File: src/rtl/adder_rr_arbiter_pkg.sv
// Shared constants and elaboration helpers for the round-robin adder arbiter.
package adder_rr_arbiter_pkg;

  localparam int unsigned DEFAULT_WIDTH = 16;

  // Requester index width; a single requester still needs one bit.
  function automatic int unsigned id_width(input int unsigned n);
    return (n < 2) ? 1 : $clog2(n);
  endfunction

  // Smallest r with r*r >= n, used to size carry-select blocks.
  function automatic int unsigned ceil_sqrt(input int unsigned n);
    int unsigned r;
    r = 1;
    while (r * r < n) r++;
    return r;
  endfunction

endpackage

File: src/rtl/adder_rr_arbiter_adder.sv
// Square-root carry-select adder: ripple inside blocks, carry selects precomputed block sums.
module sqrt_carry_select_adder
  import adder_rr_arbiter_pkg::*;
#(
  parameter int unsigned WIDTH = DEFAULT_WIDTH
) (
  input  logic [WIDTH-1:0] a,
  input  logic [WIDTH-1:0] b,
  input  logic             cin,
  output logic [WIDTH-1:0] sum,
  output logic             cout
);

  localparam int unsigned BLK = ceil_sqrt(WIDTH);
  localparam int unsigned NB  = (WIDTH + BLK - 1) / BLK;

  logic [NB:0] carry;

  assign carry[0] = cin;
  assign cout     = carry[NB];

  for (genvar k = 0; k < NB; k++) begin : g_blk
    localparam int unsigned LO = k * BLK;
    localparam int unsigned BW = ((WIDTH - LO) < BLK) ? (WIDTH - LO) : BLK;

    logic [BW:0] r0;
    logic [BW:0] r1;

    // Both carry-in cases computed up front; the incoming carry only selects.
    assign r0 = (BW+1)'(a[LO +: BW]) + (BW+1)'(b[LO +: BW]);
    assign r1 = r0 + (BW+1)'(1);

    assign sum[LO +: BW] = carry[k] ? r1[BW-1:0] : r0[BW-1:0];
    assign carry[k+1]    = carry[k] ? r1[BW] : r0[BW];
  end

endmodule

File: src/rtl/adder_rr_arbiter_rr_grant.sv
// Combinational round-robin picker: first valid requester at or above ptr, wrapping.
module rr_grant
  import adder_rr_arbiter_pkg::*;
#(
  parameter int unsigned NUM_REQ = 4,
  parameter int unsigned ID_W    = id_width(NUM_REQ)
) (
  input  logic [ID_W-1:0]    ptr,
  input  logic [NUM_REQ-1:0] valid,
  output logic [NUM_REQ-1:0] grant,
  output logic [ID_W-1:0]    gnt_id
);

  logic [ID_W-1:0] idx;
  logic            found;

  always_comb begin
    grant  = '0;
    gnt_id = '0;
    idx    = '0;
    found  = 1'b0;
    for (int unsigned i = 0; i < NUM_REQ; i++) begin
      idx = ID_W'((32'(ptr) + i) % NUM_REQ);
      if (!found && valid[idx]) begin
        grant[idx] = 1'b1;
        gnt_id     = idx;
        found      = 1'b1;
      end
    end
  end

endmodule

File: src/rtl/adder_rr_arbiter.sv
// Round-robin arbiter sharing one carry-select adder among NUM_REQ requesters,
// with a one-deep registered response slot.
module adder_rr_arbiter
  import adder_rr_arbiter_pkg::*;
#(
  parameter int unsigned WIDTH   = DEFAULT_WIDTH,
  parameter int unsigned NUM_REQ = 4,
  parameter int unsigned ID_W    = id_width(NUM_REQ)
) (
  input  logic                     clk,
  input  logic                     rst,
  input  logic [NUM_REQ-1:0]       req_valid,
  output logic [NUM_REQ-1:0]       req_ready,
  input  logic [NUM_REQ*WIDTH-1:0] req_a,
  input  logic [NUM_REQ*WIDTH-1:0] req_b,
  input  logic [NUM_REQ-1:0]       req_cin,
  output logic                     resp_valid,
  input  logic                     resp_ready,
  output logic [WIDTH-1:0]         resp_sum,
  output logic                     resp_cout,
  output logic [ID_W-1:0]          resp_id
);

  logic [ID_W-1:0]    ptr;
  logic [NUM_REQ-1:0] grant;
  logic [ID_W-1:0]    gnt_id;
  logic               slot_free;
  logic               xfer;
  logic [WIDTH-1:0]   op_a;
  logic [WIDTH-1:0]   op_b;
  logic               op_cin;
  logic [WIDTH-1:0]   add_sum;
  logic               add_cout;

  rr_grant #(
    .NUM_REQ (NUM_REQ),
    .ID_W    (ID_W)
  ) u_rr_grant (
    .ptr    (ptr),
    .valid  (req_valid),
    .grant  (grant),
    .gnt_id (gnt_id)
  );

  assign slot_free = !resp_valid || resp_ready;
  assign req_ready = (slot_free && !rst) ? grant : '0;
  assign xfer      = |req_ready;

  // Operand mux driven by the granted index.
  always_comb begin
    op_a   = '0;
    op_b   = '0;
    op_cin = 1'b0;
    for (int unsigned i = 0; i < NUM_REQ; i++) begin
      if (ID_W'(i) == gnt_id) begin
        op_a   = req_a[i*WIDTH +: WIDTH];
        op_b   = req_b[i*WIDTH +: WIDTH];
        op_cin = req_cin[i];
      end
    end
  end

  sqrt_carry_select_adder #(
    .WIDTH (WIDTH)
  ) u_adder (
    .a    (op_a),
    .b    (op_b),
    .cin  (op_cin),
    .sum  (add_sum),
    .cout (add_cout)
  );

  // Response slot (EMPTY/FULL via resp_valid) and round-robin pointer.
  always_ff @(posedge clk) begin
    if (rst) begin
      resp_valid <= 1'b0;
      resp_sum   <= '0;
      resp_cout  <= 1'b0;
      resp_id    <= '0;
      ptr        <= '0;
    end else if (xfer) begin
      resp_valid <= 1'b1;
      resp_sum   <= add_sum;
      resp_cout  <= add_cout;
      resp_id    <= gnt_id;
      ptr        <= (gnt_id == ID_W'(NUM_REQ - 1)) ? '0 : gnt_id + ID_W'(1);
    end else if (resp_ready) begin
      resp_valid <= 1'b0;
    end
  end

endmodule

File: config.mk
export PLATFORM = sky130hd
export DESIGN_NAME = adder_rr_arbiter
export DESIGN_NICKNAME = d
export VERILOG_FILES = /design/src/rtl/adder_rr_arbiter_pkg.sv /design/src/rtl/adder_rr_arbiter_adder.sv /design/src/rtl/adder_rr_arbiter_rr_grant.sv /design/src/rtl/adder_rr_arbiter.sv
export SDC_FILE = /design/constraint.sdc
export NUM_CORES = 1
export LEC_CHECK = 0
export ABC_AREA = 1
export CORE_MARGIN = 3
export CORE_UTILIZATION = 48
export DETAILED_ROUTE_END_ITERATION = 7
export PLACE_DENSITY = 0.85
export SYNTH_ARGS = -nofsm -noshare
export SYNTH_HDL_FRONTEND = slang
export SYNTH_HIERARCHICAL = 1
export SYNTH_SLANG_ARGS = --single-unit
File: constraint.sdc
create_clock -name clk -period 9.4 [get_ports clk]
set_input_delay 0.94 -clock clk [delete_from_list [all_inputs] [get_ports clk]]
set_output_delay 0.94 -clock clk [all_outputs]
set_load 0.1 [all_outputs]
==> results of run 1 <==
==> registers in the layout, indices dropped and copies added, names as in the netlist <==
register and flops:
resp_id 2, resp_cout 1, resp_sum 16, resp_valid 1, ptr 2
==> kinds of logic (layout without fill, tap and decap cells) <==
family | count (synthesis) | count (layout) | synth area share (%)
and+or+nand+nor | 314 | 314 | 35.5
AOI/OAI and AO/OA | 140 | 140 | 22.7
buffers and inverters | 135 | 268 | 15.9
adders and majority gates | 33 | 33 | 11.3
DFF | 22 | 22 | 11.2
xor gates and xnor gates | 14 | 14 | 3.12
muxes | 1 | 1 | 0.286
==> metrics by stage <==
stage	cell area, µm²	setup slack (ps)	std cells	hold WS [ps]	utilization [%]
CTS	5530	3580	894	550	70.5
floorplan	3930	4890	659	580	-
finish	5530	3540	894	549	70.5
detailed placement	5460	3330	890	533	69.6
global route	5530	2950	894	593	70.5
global placement	5460	3650	890	529	69.6
==> path summary, 6_finish.rpt <==
check	from	cells past startpoint	end
setup / recovery	req_valid[0]	30	resp_sum[14]
setup reg to reg	ptr[1]	30	resp_sum[14]
hold / removal	resp_sum[10]	4	resp_sum[10]
hold reg to reg	resp_sum[10]	4	resp_sum[10]
==> layer usage <==
metal,vias up,part of all wire [%]
li1,2394,-
met1,2091,41
met2,170,51
met3,26,5.9
met4,0,1.8
met5,-,0
==> placed cells by master, fill, tap and decap left out, types with 2 or more instances in the layout <==
cell type	instances
nand3_2	2
nand3_1	68
inv_2	2
clkbuf_8	3
ha_1	27
buf_4	3
inv_1	96
a21oi_2	3
clkdlybuf4s50_1	162
a22oi_1	23
xnor2_1	5
o21ai_0	2
nand2_4	7
dfxtp_1	22
o211ai_4	2
fa_1	4
ha_2	2
nor2_1	41
nand2_1	181
a22oi_2	10
nor2_2	2
xor2_1	9
a21oi_1	60
nand2_2	6
o21ai_1	34
a21boi_0	4
==> worst max-delay path: cells and delay by family <==
| family | cells | cell delay [ps] |
|---|---|---|
| simple gates | 19 | 1950 |
| fa+ha+maj | 4 | 1110 |
| buf+inv | 5 | 1710 |
| compound gates | 2 | 280 |
==> cell type report <==
type | count | area [µm²] | share of cell area [%]
clock buffer | 3 | 41.3 | 0.747
clock inverter | 1 | 30.0 | 0.543
inverter | 99 | 377 | 6.81
multi-input combinational | 502 | 2870 | 51.9
sequential | 22 | 440 | 7.96
tap | 102 | 128 | 2.31
timing repair buffer | 165 | 1640 | 29.7
==> results.json, run 1 <==
{
  "status": "completed",
  "start_util_pct": 50.1,
  "coreArea_um2": 7850,
  "final_antenna_net_count": 0,
  "cts_setup_buffers": 0,
  "nets": 965,
  "yosys_warnings": 6,
  "syn_avg_cell_area_um2": 5.97,
  "async_flop_share_pct": 0,
  "top_usage_layer": "met2",
  "crit_required_ps": 9560,
  "yosys-top-cells-area": "nand2_1 17%, dfxtp_1 11%, ha_1 9.2%, inv_1 9.2%, nand3_1 8.7%",
  "die_y_um": 96.5,
  "die_w_um": 96.5,
  "synth_nets": 831,
  "post_cts_resized": 0,
  "grt_max_degree": 68,
  "worst_pin_slew_ps": 1100,
  "synth_cells": 659,
  "ctsHoldBuffers": 0,
  "drive_above_1_share_pct": 6.06,
  "grt_pass1_wl_mm": 20.2,
  "maxCapViolCount": 0,
  "grtUsageTotal_pct": 26.9,
  "period_share_pct": 62.3,
  "synth_edf_count": 0,
  "grt_pass1_vias": 4384,
  "wl_per_cell_um": 13.9,
  "finalSetupViolCount": 0,
  "vias": 4681,
  "insertion_delay_ps": 270,
  "rsz0062_at_grt": "no",
  "fmax_mhz": 171,
  "ff2ff_setup_slack_ps": 3560,
  "globalRouteMet3Util_pct": 3.49,
  "dp_hpwl_mm": 10.2,
  "antenna_cells": 0,
  "h-tree-depth": 1,
  "io_buffers": 162,
  "fin_worst_skew_ps": 6.41,
  "synth_top_area_share_pct": 17.3,
  "io_pins": 163,
  "ys_types": 38,
  "crit_path_end_kind": "flip-flop",
  "ys_ff_latch": 22,
  "cts_root_buf": "clkbuf_8",
  "synth_top_area_cell": "nand2_1",
  "finalHoldViolCount": 0,
  "ys.flop_type": "dfxtp_1",
  "slew_viol_final": 0,
  "area_growth_pct": 40.6,
  "rows": 32,
  "finalCriticalPeriod_ps": 5860,
  "cts.path.max_buffers": 2,
  "path_clk_slew_ps": 80,
  "worstPathMaxFanout": 34,
  "setup_tns_ps": 0,
  "cp_slowest_cell": "inv_1",
  "synth-seq-area-share_pct": 11.2,
  "syn_area_um2": 3930,
  "crit_type": "in2reg",
  "drtIter0Drc": 280,
  "cts_tree": "yes",
  "cts_buffers": 3,
  "grt_util_met2_pct": 48.9,
  "cts_num_sinks": 22,
  "wirelength_mm": 12.4,
  "cpPeakStageDelay_ps": 730,
  "ys_top_cells_by_count": "181 x nand2_1, 96 x inv_1, 68 x nand3_1",
  "use_met1_pct": 33.7,
  "synth_most_common_cell": "nand2_1",
  "fp.dieArea_um2": 9320,
  "grt_overflow": 0,
  "viasPerCell": 5.24,
  "hp-class": "reg2reg",
  "relSlewSlack_pct": 26.6,
  "cpMostUsedCell": "nand2_1",
  "place.gp.congestion": 0.934,
  "cp-start-kind": "input port",
  "first_pass_iters": 5,
  "antenna_found_initial": 0,
  "detail_route.drc_violations": 0,
  "n_fill_cell": 680,
  "cp.arrival_ps": 6020
}
Power of run 1 is not shown: default switching activity piles up to over one toggle a cycle in this logic, so the estimate is an artifact.
==> run 2, diff against run 1 <==
- CORE_UTILIZATION: 48 -> 45
- PLACE_DENSITY: 0.85 -> 0.81
- clock period: 9.4 -> 5.59 ns (I/O delays scaled with it)
==> results.json, run 2 (synthesized netlist as in run 1, its figures left out) <==
{
  "cts_tree": "yes",
  "worst-path-buf-inv": 3,
  "detail_route.drc_violations": 0,
  "drtIter0Drc": 261,
  "reg_top3": "resp_sum x16, ptr x2, resp_id x2",
  "multi_input_area_um2": 2890,
  "finalHoldViolCount": 0,
  "die_y_um": 99.5,
  "worstPathMaxFanout": 22,
  "finalSetupViolCount": 0,
  "start_util_pct": 47.1,
  "largest_register": "resp_sum",
  "vias": 4673,
  "setup_tns_ps": 0,
  "crit_path_end_kind": "flip-flop",
  "insertion_delay_ps": 260,
  "cts.path.max_buffers": 2,
  "area_growth_pct": 43.2,
  "ctsHoldBuffers": 0,
  "die_w_um": 99.5,
  "io_pins": 163,
  "slew_viol_final": 0,
  "final_common_cell": "nand2_1",
  "post_cts_resized": 0,
  "n_fill_cell": 747,
  "grt_overflow": 0,
  "ff2ff_setup_slack_ps": 570,
  "cts_root_buf": "clkbuf_8",
  "wl_per_cell_um": 13.8,
  "io_buffers": 162,
  "cp_slowest_cell": "fa_1",
  "place.gp.congestion": 0.952,
  "period_share_pct": 89.9,
  "cts_buffers": 3,
  "maxCapViolCount": 0,
  "wirelength_mm": 12.5,
  "fp.dieArea_um2": 9900,
  "grt_max_degree": 44,
  "largest_register_ffs": 16,
  "rows": 33,
  "regArea_um2": 440,
  "cpPeakStageDelay_ps": 540,
  "hp-class": "reg2reg",
  "whs_ps": 550,
  "cp.arrival_ps": 5180,
  "worst_pin_slew_ps": 1110,
  "crit_required_ps": 5750,
  "grt_pass1_wl_mm": 20.8,
  "fmax_mhz": 199,
  "antenna_found_initial": 0,
  "relSlewSlack_pct": 25.7,
  "drive_above_1_share_pct": 7.48,
  "coreArea_um2": 8340,
  "viasPerCell": 5.15,
  "cts_num_sinks": 22,
  "path_clk_slew_ps": 80,
  "layout_common_cells": "181 x nand2_1, 162 x clkdlybuf4s50_1, 95 x inv_1, 68 x nand3_1, 60 x a21oi_1",
  "dp_hpwl_mm": 10.4,
  "grt_pass1_vias": 4581,
  "fin_worst_skew_ps": 4.18,
  "cts_setup_buffers": 0,
  "status": "completed",
  "cpMostUsedCell": "nand2_1",
  "grtUsageTotal_pct": 25.1,
  "final_antenna_net_count": 0,
  "rsz0062_at_grt": "no",
  "cp-start-kind": "flip-flop",
  "nets": 975,
  "crit_type": "reg2reg",
  "crit_family": "simple AND/OR/NAND/NOR gates",
  "antenna_cells": 0,
  "first_pass_iters": 5,
  "h-tree-depth": 1,
  "finalCriticalPeriod_ps": 5020
}
run 2: tightest hold or removal path, cell delays in order, from the launching register on:
cell and delay, ps:
dfxtp_1 320, inv_1 50, nand3_1 70, nand2_1 60, nor2_1 30
run 2: final timing paths:
| kind | start | endpoint | cells past startpoint |
|---|---|---|---|
| worst max-delay path | ptr[1] | resp_sum[15] | 27 |
| worst min-delay path | resp_sum[11] | resp_sum[11] | 4 |
| worst max register to register | ptr[1] | resp_sum[15] | 27 |
| worst min register to register | resp_sum[11] | resp_sum[11] | 4 |
run 2: stage by stage:
stage	setup WS, ps	instance area (µm²)	util (%)	cells
4_1_cts	376	5610	67.3	907
3_3_place_gp	515	5540	66.4	903
5_1_grt	34.8	5630	67.5	907
6_report	567	5630	67.5	907
2_1_floorplan	1090	3930	-	659
3_5_place_dp	332	5540	66.4	903
run 2: layout make-up:
cell class | instances | area share, %
clock buffers | 3 | 0.733
clock inverters | 1 | 0.533
inverters | 99 | 6.76
multi-input cells | 502 | 51.3
flip-flops and latches | 22 | 7.82
well taps | 105 | 2.33
repair buffers | 175 | 30.5
run 2: layer usage:
layer  part of all wire [%]  GRT usage, %  vias to the layer above  wire length [µm]
met3                    4.7          2.95                       24               584
li1                       -             -                     2416                 -
met2                     52          47.0                      142              6470
met4                    2.5          5.25                        0               310
met1                     41          30.6                     2091              5130
met5                      0             0                        -                 0
Power of run 2 is left out for the same reason.
==> run 3, diff against run 2 <==
- PLACE_DENSITY: 0.81 -> 0.84
- TNS_END_PERCENT: unset -> 20
==> results.json, run 3 (synthesized netlist as in run 1, its figures left out) <==
{
  "status": "completed",
  "cpPeakStageDelay_ps": 460,
  "grt_overflow": 0,
  "die_w_um": 99.5,
  "setup_tns_ps": 0,
  "startpoint": "ptr[1]",
  "cp_slowest_cell": "fa_1",
  "fp.dieArea_um2": 9900,
  "top_layer": "met4",
  "viasPerCell": 5.26,
  "grt_pass1_vias": 4568,
  "grtUsageTotal_pct": 24.6,
  "grt_pass1_wl_mm": 20.2,
  "wl_per_cell_um": 13.9,
  "maxCapViolCount": 0,
  "hp-class": "reg2reg",
  "final_common_cell": "nand2_1",
  "cts_num_sinks": 22,
  "antenna_cells": 0,
  "finalHoldViolCount": 0,
  "path_clk_slew_ps": 90,
  "timing.rr.start": "ptr[1]",
  "layout_common_cells": "181 x nand2_1, 162 x clkdlybuf4s50_1, 96 x inv_1, 68 x nand3_1, 60 x a21oi_1",
  "wirelength_mm": 12.5,
  "io_buffers": 162,
  "cts_tree": "yes",
  "coreArea_um2": 8340,
  "largest_register": "resp_sum",
  "io_pins": 163,
  "reg_top3": "resp_sum x16, ptr x2, resp_id x2",
  "wl_met3_um": 688,
  "crit_path_end": "resp_sum[13]",
  "worstPathMaxFanout": 33,
  "crit_path_end_kind": "flip-flop",
  "antenna_found_initial": 0,
  "grt_max_degree": 44,
  "cts.path.max_buffers": 2,
  "wl_met1_mm": 5.03,
  "slew_viol_final": 0,
  "rows": 33,
  "drive_above_1_share_pct": 7.03,
  "cpMostUsedCell": "nand2_1",
  "finalCriticalPeriod_ps": 5050,
  "first_pass_iters": 5,
  "area_growth_pct": 43.2,
  "hp-start": "resp_sum[3]",
  "insertion_delay_ps": 270,
  "place.gp.congestion": 0.980,
  "reg2regPathDepth": 30,
  "relSlewSlack_pct": 27.7,
  "largest_register_ffs": 16,
  "h-tree-depth": 1,
  "worst_pin_slew_ps": 1080,
  "fmax_mhz": 198,
  "nets": 970,
  "crit_required_ps": 5760,
  "final_antenna_net_count": 0,
  "die_y_um": 99.5,
  "cts_buffers": 3,
  "n_fill_cell": 711,
  "drtIter0Drc": 212,
  "cp-start-kind": "flip-flop",
  "rsz0062_at_grt": "no",
  "period_share_pct": 90.3,
  "route.met2.wl_mm": 6.48,
  "ff2ff_setup_slack_ps": 540,
  "fin_worst_skew_ps": 4.38,
  "crit_type": "reg2reg",
  "cp.arrival_ps": 5210,
  "start_util_pct": 47.1,
  "cts_root_buf": "clkbuf_8",
  "detail_route.drc_violations": 0,
  "vias": 4743,
  "dp_hpwl_mm": 10.3,
  "finalSetupViolCount": 0,
  "regToRegEndpoint": "resp_sum[13]"
}
==> run 3: repair_timing <==
item,in CTS,in global routing
setup endpoints to repair,0,10
hold buffers,0,0
gates resized for setup,0,7
setup buffers,0,0
==> run 3: worst min path at each step <==
| stage | endpoint | depth (start not counted) |
|---|---|---|
| after floorplan | ptr[0] | 4 |
| after CTS | resp_sum[10] | 4 |
| final | resp_sum[3] | 4 |
| after global routing | resp_sum[5] | 4 |
| after detailed placement | resp_sum[10] | 4 |
| after global placement | resp_sum[7] | 4 |
==> run 3: critical path, delay by kind of cell, from the launching register on <==
kind,cells,cell delay (ps)
flip-flops,1,420
AND/OR/NAND/NOR,18,1800
adder cells (fa/ha/maj),5,1400
buffers and inverters,4,790
AO/OA/AOI/OAI,3,480
==> run 3: metrics by stage <==
stage                     area, µm²  instances  hold WS, ps  worst slack [ps]  utilization [%]
after floorplan                3930        659          580              1090                -
after global placement         5530        898          532               461             66.2
after detailed placement       5530        898          537               314             66.2
after CTS                      5600        902          555               274             67.1
after global routing           5630        902          602               124             67.5
final                          5630        902          554               544             67.5
==> run 3: area by class of cell <==
class                           instances  area, µm²  area share [%]
Multi-Input combinational cell        502       2900            51.5
Timing Repair Buffer                  170       1710            30.4
Sequential cell                        22        442            7.84
Inverter                               99        377            6.69
Tap cell                              105        131            2.33
Clock buffer                            3       41.3           0.733
Clock inverter                          1       30.0           0.533
==> run 3: layer usage <==
layer / track usage [%] / vias to the layer above
met2: 46.2 / 158
met5: 0 / -
li1: - / 2412
met1: 29.1 / 2143
met4: 5.36 / 0
met3: 3.93 / 30
Power of run 3 is left out for the same reason.
